**config.mk**
```make
export PLATFORM = sky130hd
export DESIGN_NAME = cut_bist_engine
export DESIGN_NICKNAME = d
export VERILOG_FILES = /design/src/rtl/bist_pkg.sv /design/src/rtl/bist_lfsr7.sv /design/src/rtl/cut_bist_engine.sv
export SDC_FILE = /design/constraint.sdc
export NUM_CORES = 1
export LEC_CHECK = 0
export CAP_MARGIN = 0
export CORE_MARGIN = 5
export CORE_UTILIZATION = 46
export CTS_CLUSTER_DIAMETER = 30
export CTS_CLUSTER_SIZE = 24
export DETAILED_ROUTE_END_ITERATION = 7
export PLACE_DENSITY = 0.8
export SKIP_LAST_GASP = 1
export SLEW_MARGIN = 20
export SYNTH_ARGS = -nofsm -noshare
export SYNTH_HDL_FRONTEND = slang
export SYNTH_SLANG_ARGS = --single-unit
```
**constraint.sdc**
```tcl
create_clock -name CK -period 1.7 [get_ports CK]
set_clock_uncertainty 0.1 [all_clocks]
set_input_delay 0.34 -clock CK [delete_from_list [all_inputs] [get_ports CK]]
set_output_delay 0.34 -clock CK [all_outputs]
set_load 0.01 [all_outputs]
```
**src/rtl/bist_pkg.sv**
```systemverilog
// Shared constants for the CUT BIST engine: register width, LFSR taps, counter width,
// FSM state encoding and the shared shift/feedback helper.
package bist_pkg;

  localparam int unsigned W  = 7;
  localparam int unsigned CW = 10;

  // x^7 + x^6 + 1: feedback from bits 6 and 5
  localparam logic [W-1:0] TAPS = 7'h60;

  typedef logic [2:0] bist_state_t;

  localparam bist_state_t StIdle  = 3'd0;
  localparam bist_state_t StLoad  = 3'd1;
  localparam bist_state_t StRun   = 3'd2;
  localparam bist_state_t StDrain = 3'd3;
  localparam bist_state_t StDone  = 3'd4;

  function automatic logic [W-1:0] lfsr_shift(input logic [W-1:0] q);
    return {q[W-2:0], ^(q & TAPS)};
  endfunction

endpackage

```
**src/rtl/bist_lfsr7.sv**
```systemverilog
// 7-bit Fibonacci shift register with parallel-XOR input; xor_i tied to 0 gives the
// pattern LFSR, fed with responses gives the MISR.
module bist_lfsr7
  import bist_pkg::*;
(
  input  logic         clk_i,
  input  logic         rst_i,
  input  logic         load_i,
  input  logic [W-1:0] load_val_i,
  input  logic         en_i,
  input  logic [W-1:0] xor_i,
  output logic [W-1:0] q_o
);

  logic [W-1:0] q_q, q_d;

  always_comb begin
    q_d = q_q;
    if (load_i) begin
      q_d = load_val_i;
    end else if (en_i) begin
      q_d = lfsr_shift(q_q) ^ xor_i;
    end
  end

  always_ff @(posedge clk_i) begin
    if (rst_i) begin
      q_q <= '0;
    end else begin
      q_q <= q_d;
    end
  end

  assign q_o = q_q;

endmodule

```
**src/rtl/cut_bist_engine.sv**
```systemverilog
// Logic BIST engine: LFSR pattern source, latency-aligned MISR compaction, run FSM.
// Optional macro BIST_X_MASK_EN adds resp_mask_i to zero unknown response bits.
module cut_bist_engine
  import bist_pkg::*;
#(
  parameter int unsigned  PAT_COUNT  = 127,
  parameter logic [W-1:0] LFSR_SEED  = 7'h01,
  parameter int unsigned  RESP_LAT   = 1,
  parameter logic [W-1:0] GOLDEN_SIG = 7'h00
) (
  input  logic         CK,
  input  logic         RST,
  input  logic         start_i,
  input  logic         abort_i,
  input  logic [W-1:0] resp_i,
`ifdef BIST_X_MASK_EN
  input  logic [W-1:0] resp_mask_i,
`endif
  output logic [W-1:0] pat_o,
  output logic         pat_vld_o,
  output logic         cut_rst_o,
  output logic         busy_o,
  output logic         done_o,
  output logic         pass_o,
  output logic [W-1:0] sig_o
);

  localparam int unsigned  PatEff    = (PAT_COUNT == 0) ? 1 : PAT_COUNT;
  localparam logic [CW-1:0] PatLast   = CW'(PatEff - 1);
  localparam logic [CW-1:0] DrainLast = (RESP_LAT == 0) ? '0 : CW'(RESP_LAT - 1);
  localparam logic [W-1:0]  SeedEff   = (LFSR_SEED == '0) ? W'(1) : LFSR_SEED;

  bist_state_t   state_q, state_d;
  logic [CW-1:0] cnt_q, cnt_d;
  logic [W-1:0]  lfsr_q, misr_q, resp_m;
  logic          in_load, pat_vld, busy, cap_vld, dly_clr;

  assign in_load = (state_q == StLoad);
  assign pat_vld = (state_q == StRun);
  assign busy    = (state_q == StLoad) || (state_q == StRun) || (state_q == StDrain);

`ifdef BIST_X_MASK_EN
  assign resp_m = resp_i & ~resp_mask_i;
`else
  assign resp_m = resp_i;
`endif

  // cnt_q counts issued patterns in RUN, then is reused to time DRAIN
  always_comb begin
    state_d = state_q;
    cnt_d   = cnt_q;
    case (state_q)
      StIdle, StDone: begin
        if (start_i) state_d = StLoad;
      end
      StLoad: begin
        cnt_d   = '0;
        state_d = abort_i ? StIdle : StRun;
      end
      StRun: begin
        if (abort_i) begin
          state_d = StIdle;
        end else if (cnt_q == PatLast) begin
          cnt_d   = '0;
          state_d = (RESP_LAT == 0) ? StDone : StDrain;
        end else begin
          cnt_d = cnt_q + 1'b1;
        end
      end
      StDrain: begin
        if (abort_i) begin
          state_d = StIdle;
        end else if (cnt_q == DrainLast) begin
          state_d = StDone;
        end else begin
          cnt_d = cnt_q + 1'b1;
        end
      end
      default: state_d = StIdle;
    endcase
  end

  always_ff @(posedge CK) begin
    if (RST) begin
      state_q <= StIdle;
      cnt_q   <= '0;
    end else begin
      state_q <= state_d;
      cnt_q   <= cnt_d;
    end
  end

  // Flush in-flight capture strobes so an aborted run cannot leak into the next one
  assign dly_clr = in_load || (busy && abort_i);

  if (RESP_LAT == 0) begin : g_no_dly
    assign cap_vld = pat_vld;
  end else begin : g_dly
    logic [RESP_LAT-1:0] dly_q;
    always_ff @(posedge CK) begin
      if (RST || dly_clr) begin
        dly_q <= '0;
      end else begin
        dly_q[0] <= pat_vld;
        for (int i = 1; i < RESP_LAT; i++) begin
          dly_q[i] <= dly_q[i-1];
        end
      end
    end
    assign cap_vld = dly_q[RESP_LAT-1];
  end

  bist_lfsr7 u_lfsr (
    .clk_i      (CK),
    .rst_i      (RST),
    .load_i     (in_load),
    .load_val_i (SeedEff),
    .en_i       (pat_vld),
    .xor_i      ('0),
    .q_o        (lfsr_q)
  );

  bist_lfsr7 u_misr (
    .clk_i      (CK),
    .rst_i      (RST),
    .load_i     (in_load),
    .load_val_i ('0),
    .en_i       (cap_vld),
    .xor_i      (resp_m),
    .q_o        (misr_q)
  );

  assign pat_o     = pat_vld ? lfsr_q : '0;
  assign pat_vld_o = pat_vld;
  assign cut_rst_o = in_load;
  assign busy_o    = busy;
  assign done_o    = (state_q == StDone);
  assign pass_o    = (state_q == StDone) && (misr_q == GOLDEN_SIG);
  assign sig_o     = misr_q;

endmodule
```
==> results of run 1 <==
[cells in the mapped netlist (2+ instances only)]
cell type | count | area share
dfxtp_1 | 28 | 0.38
nand2_1 | 17 | 0.043
nor2_1 | 13 | 0.033
inv_1 | 10 | 0.025
a21oi_1 | 9 | 0.030
xnor2_1 | 9 | 0.053
a211oi_1 | 8 | 0.040
nand3_1 | 7 | 0.024
nand4_1 | 4 | 0.017
nor3_1 | 4 | 0.013
xor2_1 | 4 | 0.024
and4_1 | 3 | 0.018
buf_6 | 3 | 0.023
ha_1 | 3 | 0.025
nor2b_1 | 3 | 0.013
nor3b_1 | 3 | 0.015
nor4_1 | 3 | 0.013
o21ai_0 | 3 | 0.010
or3_1 | 3 | 0.013
a22o_1 | 2 | 0.012
and3_1 | 2 | 0.0084
buf_2 | 2 | 0.0067
clkbuf_1 | 2 | 0.0050
mux2i_1 | 2 | 0.013
nand2b_1 | 2 | 0.0084
o211ai_1 | 2 | 0.010
o31ai_1 | 2 | 0.010
o32ai_2 | 2 | 0.022
or2_2 | 2 | 0.0084
[metrics by stage]
stage          utilization  hold WS (ns)  power (mW)
6_report            0.7809        0.4110       1.306
5_1_grt             0.7809        0.4490       1.361
4_1_cts             0.7142        0.3919       1.257
3_5_place_dp        0.6663        0.3606      0.9036
3_3_place_gp        0.6663        0.3467      0.8950
2_1_floorplan            -        0.3193      0.7997
[registers in the layout, indices dropped and copies added, names as in the netlist]
signal / cells
u_lfsr.q_o: 7
state_q: 3
cnt_q: 10
u_misr.q_o: 7
cap_vld: 1
[per-layer routing]
metal / track usage / share of wire / vias up
li1: - / - / 764
met4: 0.08354 / 0.024 / 0
met5: 0 / 0 / -
met3: 0.02698 / 0.056 / 15
met1: 0.2531 / 0.40 / 786
met2: 0.3738 / 0.52 / 82
[critical path, cell delays in order (launching register included)]
cell and delay, ns:
dfxtp_2 0.37, nand2b_4 0.14, or2_4 0.28, inv_6 0.09, buf_6 0.10, nand2_4 0.05, inv_2 0.05, buf_6 0.09
[placed cells by master, fill, tap and decap left out, types with 7 or more instances in the layout]
cell type | Yosys | final
a21oi_1 | 9 | 7
nand3_1 | 7 | 7
a211oi_1 | 8 | 7
dfxtp_2 | 0 | 7
dlygate4sd2_1 | 0 | 7
dfxtp_1 | 28 | 20
nand2_1 | 17 | 11
nor2_1 | 13 | 11
buf_4 | 0 | 42
clkdlybuf4s50_1 | 0 | 10
buf_6 | 3 | 18
xnor2_1 | 9 | 9
[kinds of logic (layout without fill, tap and decap cells)]
logic type | count (synthesis) | after routing | share of synthesized area
xor gates and xnor gates | 13 | 13 | 0.07654
AOI/OAI and AO/OA | 32 | 32 | 0.1606
muxes | 2 | 2 | 0.01346
adders and majority gates | 3 | 3 | 0.02523
DFF | 28 | 28 | 0.3768
buffers and inverters | 19 | 97 | 0.07065
and+or+nand+nor | 74 | 74 | 0.2767
[power by group through the flow]
| stage | sequential, mW | clock, mW | combinational, mW |
|---|---|---|---|
| 2_1_floorplan | 0.692 | 0 | 0.108 |
| 3_3_place_gp | 0.690 | 0 | 0.205 |
| 3_5_place_dp | 0.691 | 0 | 0.213 |
| 4_1_cts | 0.679 | 0.333 | 0.245 |
| 5_1_grt | 0.682 | 0.370 | 0.308 |
| 6_report | 0.681 | 0.334 | 0.292 |
[what timing repair did]
item / 4_1_cts / 5_1_grt
resized for setup: 85 / 40
cloned: 1 / 0
hold endpoints to repair: 0 / 0
pin swaps: 7 / 17
setup endpoints to repair: 31 / 23
hold buffers: 0 / 0
buffers inserted: 6 / 12
[cell type report]
class | instances | area share
clock buffers | 4 | 0.01510
inverters | 11 | 0.01926
multi-input cells | 124 | 0.4040
flip-flops and latches | 28 | 0.2384
well taps | 44 | 0.02290
repair buffers | 81 | 0.2972
repair inverters | 1 | 0.003123
[final timing paths]
kind | start | to | slack [ns]
setup / recovery | state_q[2] | pat_o[3] | -0.25
hold / removal | u_lfsr.q_o[2] | u_lfsr.q_o[2] | 0.41
setup reg to reg | state_q[2] | cnt_q[2] | -0.17
hold reg to reg | u_lfsr.q_o[2] | u_lfsr.q_o[2] | 0.41
==> flow_summary.json, run 1 <==
{
  "p_sw_frac": 0.2704,
  "dp.cells": 271,
  "ys_types": 43,
  "reg2reg_depth": 8,
  "cts_htree_levels": 1,
  "synth_edf_count": 0,
  "status": "finished, violations left",
  "grt_pass1_vias": 1558,
  "grt_max_degree": 16,
  "fmax_ghz": 0.5136,
  "cts_buffer_depth": 2,
  "p_switching_uw": 353.2,
  "fill_cells": 198,
  "antenna_left": 0,
  "async_reset_ff_frac": 0,
  "cts_tree": "yes",
  "synthesis.area_sq_um": 1488,
  "root_buffer": "clkbuf_4",
  "die_area_sq_um": 4472,
  "vias_per_cell": 5.621,
  "clock_sinks": 28,
  "worstPathRequired_ns": 1.26,
  "drt-total-wl_microns": 5009,
  "violations": "negative setup slack",
  "dr.pass1.iters": 4,
  "clk_pin_slew_ns": 0.16,
  "yosys_warnings": 0,
  "clockPowerShare": 0.255,
  "wl_per_cell_microns": 17.10,
  "dp_worst_setup_slack_ns": -0.3047,
  "seqPwrFrac": 0.521,
  "clock_latency_ns": 0.33,
  "io_pins": 30,
  "tightest_slew_ns": 0.4586,
  "cp-end-kind": "primary output",
  "min_path_type": "reg2reg",
  "peakVddDrop_mv": 0.4563,
  "post-route-drc-count": 0,
  "hold_viol": 0,
  "die_h_microns": 66.87,
  "syn_avg_cell_area_sq_um": 8.700,
  "core_sq_um": 3078,
  "initial_utilization": 0.4833,
  "critPathArrivalTime_ns": 1.51,
  "setup_viol": 23,
  "setup_ws_ns": -0.2471,
  "antenna_found_initial": 0,
  "syn2layout_area_growth_pct": 61.56,
  "portBuffers": 29,
  "drive_gt1_frac": 0.4699,
  "startpoint_type": "register",
  "fin_crit_ns": 1.947,
  "placed_area_sq_um": 2051,
  "grt_usage": 0.2103,
  "cts_buffers": 3,
  "final_area_sq_um": 2404,
  "fin_nets": 264,
  "hold_depth": 2,
  "slew_headroom": 0.6938,
  "drtIter0Drc": 223,
  "slew_violations": 0,
  "intPower_uw": 952.9,
  "dpl.hpwl_microns": 3010,
  "p_leak_nw": 1.023,
  "gp_congestion": 0.8667,
  "synthFlopType": "dfxtp_1",
  "maxCapViolCount": 0,
  "die_x_microns": 66.87,
  "ff_latch_area_sq_um": 573.1,
  "grt_overflow_total": 0,
  "multi_input_area_sq_um": 970.9,
  "combPwrFrac": 0.223,
  "synth_cells": 171,
  "period_share": 1.145,
  "final_cells": 293,
  "syn-num-nets": 185,
  "yosysSeqAreaShare": 0.3768,
  "crit_type": "reg2out",
  "diodes": 0,
  "grt_pass1_wl_microns": 7238,
  "cp_max_fo": 5,
  "vias": 1647,
  "rows": 20,
  "fin_tns_setup_ns": -3.159,
  "power.density_nw_per_um2": 543.4,
  "ys_seq_elements": 28,
  "rsz0062_at_grt": "yes"
}
Power figures use the tool's default switching activity.
==> inputs of run 2 (changes only) <==
==> constraint.sdc (replaced) <==
create_clock -name CK -period 1.6 [get_ports CK]
set_clock_uncertainty 0.1 [all_clocks]
set_input_delay 0.32 -clock CK [delete_from_list [all_inputs] [get_ports CK]]
set_output_delay 0.32 -clock CK [all_outputs]
set_load 0.01 [all_outputs]
==> run 2 against run 1 <==
Against the previous run:
- the flow still finishes with violations (negative setup slack)
- total power increased by 17%
- via count increased by 2.9%
- setup slack got worse by 0.068 ns
- sequential share of layout area decreased by 0.44 points
- utilization increased by 3.4 points
- register-to-register slack about the same
- combinational power increased by 3%
- largest power group unchanged
==> flow_summary.json, run 2 (synthesized netlist as in run 1, its figures left out) <==
{
  "cts_buffers": 3,
  "combPwrFrac": 0.198,
  "tightest_slew_ns": 0.4291,
  "p_leak_nw": 1.088,
  "grt_max_degree": 17,
  "peakVddDrop_mv": 0.4825,
  "setup_ws_ns": -0.3151,
  "total_power_mw": 1.525,
  "drtIter0Drc": 128,
  "largest_reg_flops": 10,
  "layout_common_cells": "buf_4 (48), buf_6 (17), dfxtp_2 (15)",
  "vias": 1694,
  "multi_input_area_sq_um": 1010,
  "maxCapViolCount": 0,
  "rows": 20,
  "fin_crit_ns": 1.915,
  "post-route-util": 0.8146,
  "cts_buffer_depth": 2,
  "clockPowerShare": 0.328,
  "fmax_ghz": 0.5222,
  "diodes": 0,
  "critPathArrivalTime_ns": 1.50,
  "grt_overflow_total": 0,
  "cp-end-kind": "primary output",
  "grt_pass1_wl_microns": 8045,
  "clock_latency_ns": 0.36,
  "startpoint_type": "register",
  "cp_max_fo": 5,
  "vias_per_cell": 5.666,
  "drive_gt1_frac": 0.5412,
  "final_common_cell": "buf_4",
  "intPower_mw": 1.120,
  "cts_htree_levels": 1,
  "power.density_nw_per_um2": 608.1,
  "antenna_found_initial": 0,
  "cts_tree": "yes",
  "dr.pass1.iters": 4,
  "final_cells": 299,
  "crit_type": "reg2out",
  "wl_per_cell_microns": 18.62,
  "violations": "negative setup slack",
  "top_register": "cnt_q",
  "grt_pass1_vias": 1774,
  "placed_area_sq_um": 2082,
  "dp.cells": 274,
  "worstPathRequired_ns": 1.18,
  "ff_latch_area_sq_um": 586.8,
  "slew_headroom": 0.7136,
  "die_h_microns": 66.87,
  "clock_sinks": 28,
  "fin_tns_setup_ns": -3.568,
  "slew_violations": 0,
  "root_buffer": "clkbuf_4",
  "initial_utilization": 0.4833,
  "p_switching_uw": 404.4,
  "min_path_type": "reg2reg",
  "period_share": 1.197,
  "portBuffers": 29,
  "final_area_sq_um": 2507,
  "post-route-drc-count": 0,
  "dpl.hpwl_microns": 3106,
  "p_sw_frac": 0.2652,
  "die_area_sq_um": 4472,
  "clk_pin_slew_ns": 0.17,
  "status": "finished, violations left",
  "fill_cells": 164,
  "setup_viol": 24,
  "io_pins": 30,
  "holdBufCountCts": 0,
  "drt-total-wl_microns": 5567,
  "seqPwrFrac": 0.474,
  "rsz0062_at_grt": "yes",
  "die_x_microns": 66.87,
  "grt_usage": 0.2387,
  "core_sq_um": 3078,
  "hold_viol": 0,
  "syn2layout_area_growth_pct": 68.54,
  "fin_nets": 270,
  "antenna_left": 0,
  "gp_congestion": 0.8851
}
[run 2: cell count changes in the layout (fill, tap and decap cells not counted), moves of 2 or more]
| cell | previous run | this run |
|---|---|---|
| buf_4 | 42 | 48 |
| inv_1 | 5 | 3 |
| ha_4 | 0 | 2 |
| ha_1 | 3 | 0 |
| dfxtp_1 | 20 | 11 |
| inv_4 | 0 | 2 |
| dfxtp_2 | 7 | 15 |
[run 2: layout make-up]
class | count | area share
timing repair buffer | 87 | 0.2959
multi-input combinational | 124 | 0.4027
inverter | 11 | 0.02146
clock buffer | 3 | 0.008982
timing repair inverter | 1 | 0.002994
sequential | 28 | 0.2340
clock inverter | 1 | 0.01198
tap | 44 | 0.02196
[run 2: power groups by stage]
stage | combinational (mW) | clock (mW) | sequential, mW
6_report | 0.302 | 0.500 | 0.723
5_1_grt | 0.323 | 0.518 | 0.725
4_1_cts | 0.263 | 0.477 | 0.721
3_5_place_dp | 0.224 | 0 | 0.735
3_3_place_gp | 0.214 | 0 | 0.734
2_1_floorplan | 0.120 | 0 | 0.736
[run 2: worst max-delay path: stages, from the launching register on]
cell,delay [ns]
dfxtp_2,0.36
nand2b_4,0.13
or2_4,0.27
clkinvlp_4,0.12
and2_4,0.15
buf_6,0.10
[run 2: final timing paths]
path                  from  slack, ns  depth (start not counted)       endpoint
max             state_q[2]      -0.32                          5       pat_o[6]
min          u_lfsr.q_o[3]       0.40                          2  u_lfsr.q_o[3]
max reg2reg       cnt_q[0]      -0.18                          8       cnt_q[5]
min reg2reg  u_lfsr.q_o[3]       0.40                          2  u_lfsr.q_o[3]
[run 2: per-stage QoR]
step,hold slack (ns),setup WS [ns]
floorplan,0.2993,-0.04646
global placement,0.3433,-0.3398
detailed placement,0.3662,-0.4180
CTS,0.3972,-0.2711
global route,0.4233,-0.3654
finish,0.4026,-0.3151
[run 2: metal layers]
metal	up-vias	routed length, microns	global-route usage
met1	811	2034	0.2541
li1	767	-	-
met5	-	0	0
met4	0	192	0.1241
met2	93	3014	0.4369
met3	23	325	0.04890
[run 2: what timing repair did]
| action | in CTS | in global routing |
|---|---|---|
| setup buffers | 13 | 8 |
| pin swaps | 16 | 12 |
| endpoints found under the setup margin | 31 | 25 |
| gates resized for setup | 95 | 42 |
| gates cloned | 1 | 0 |
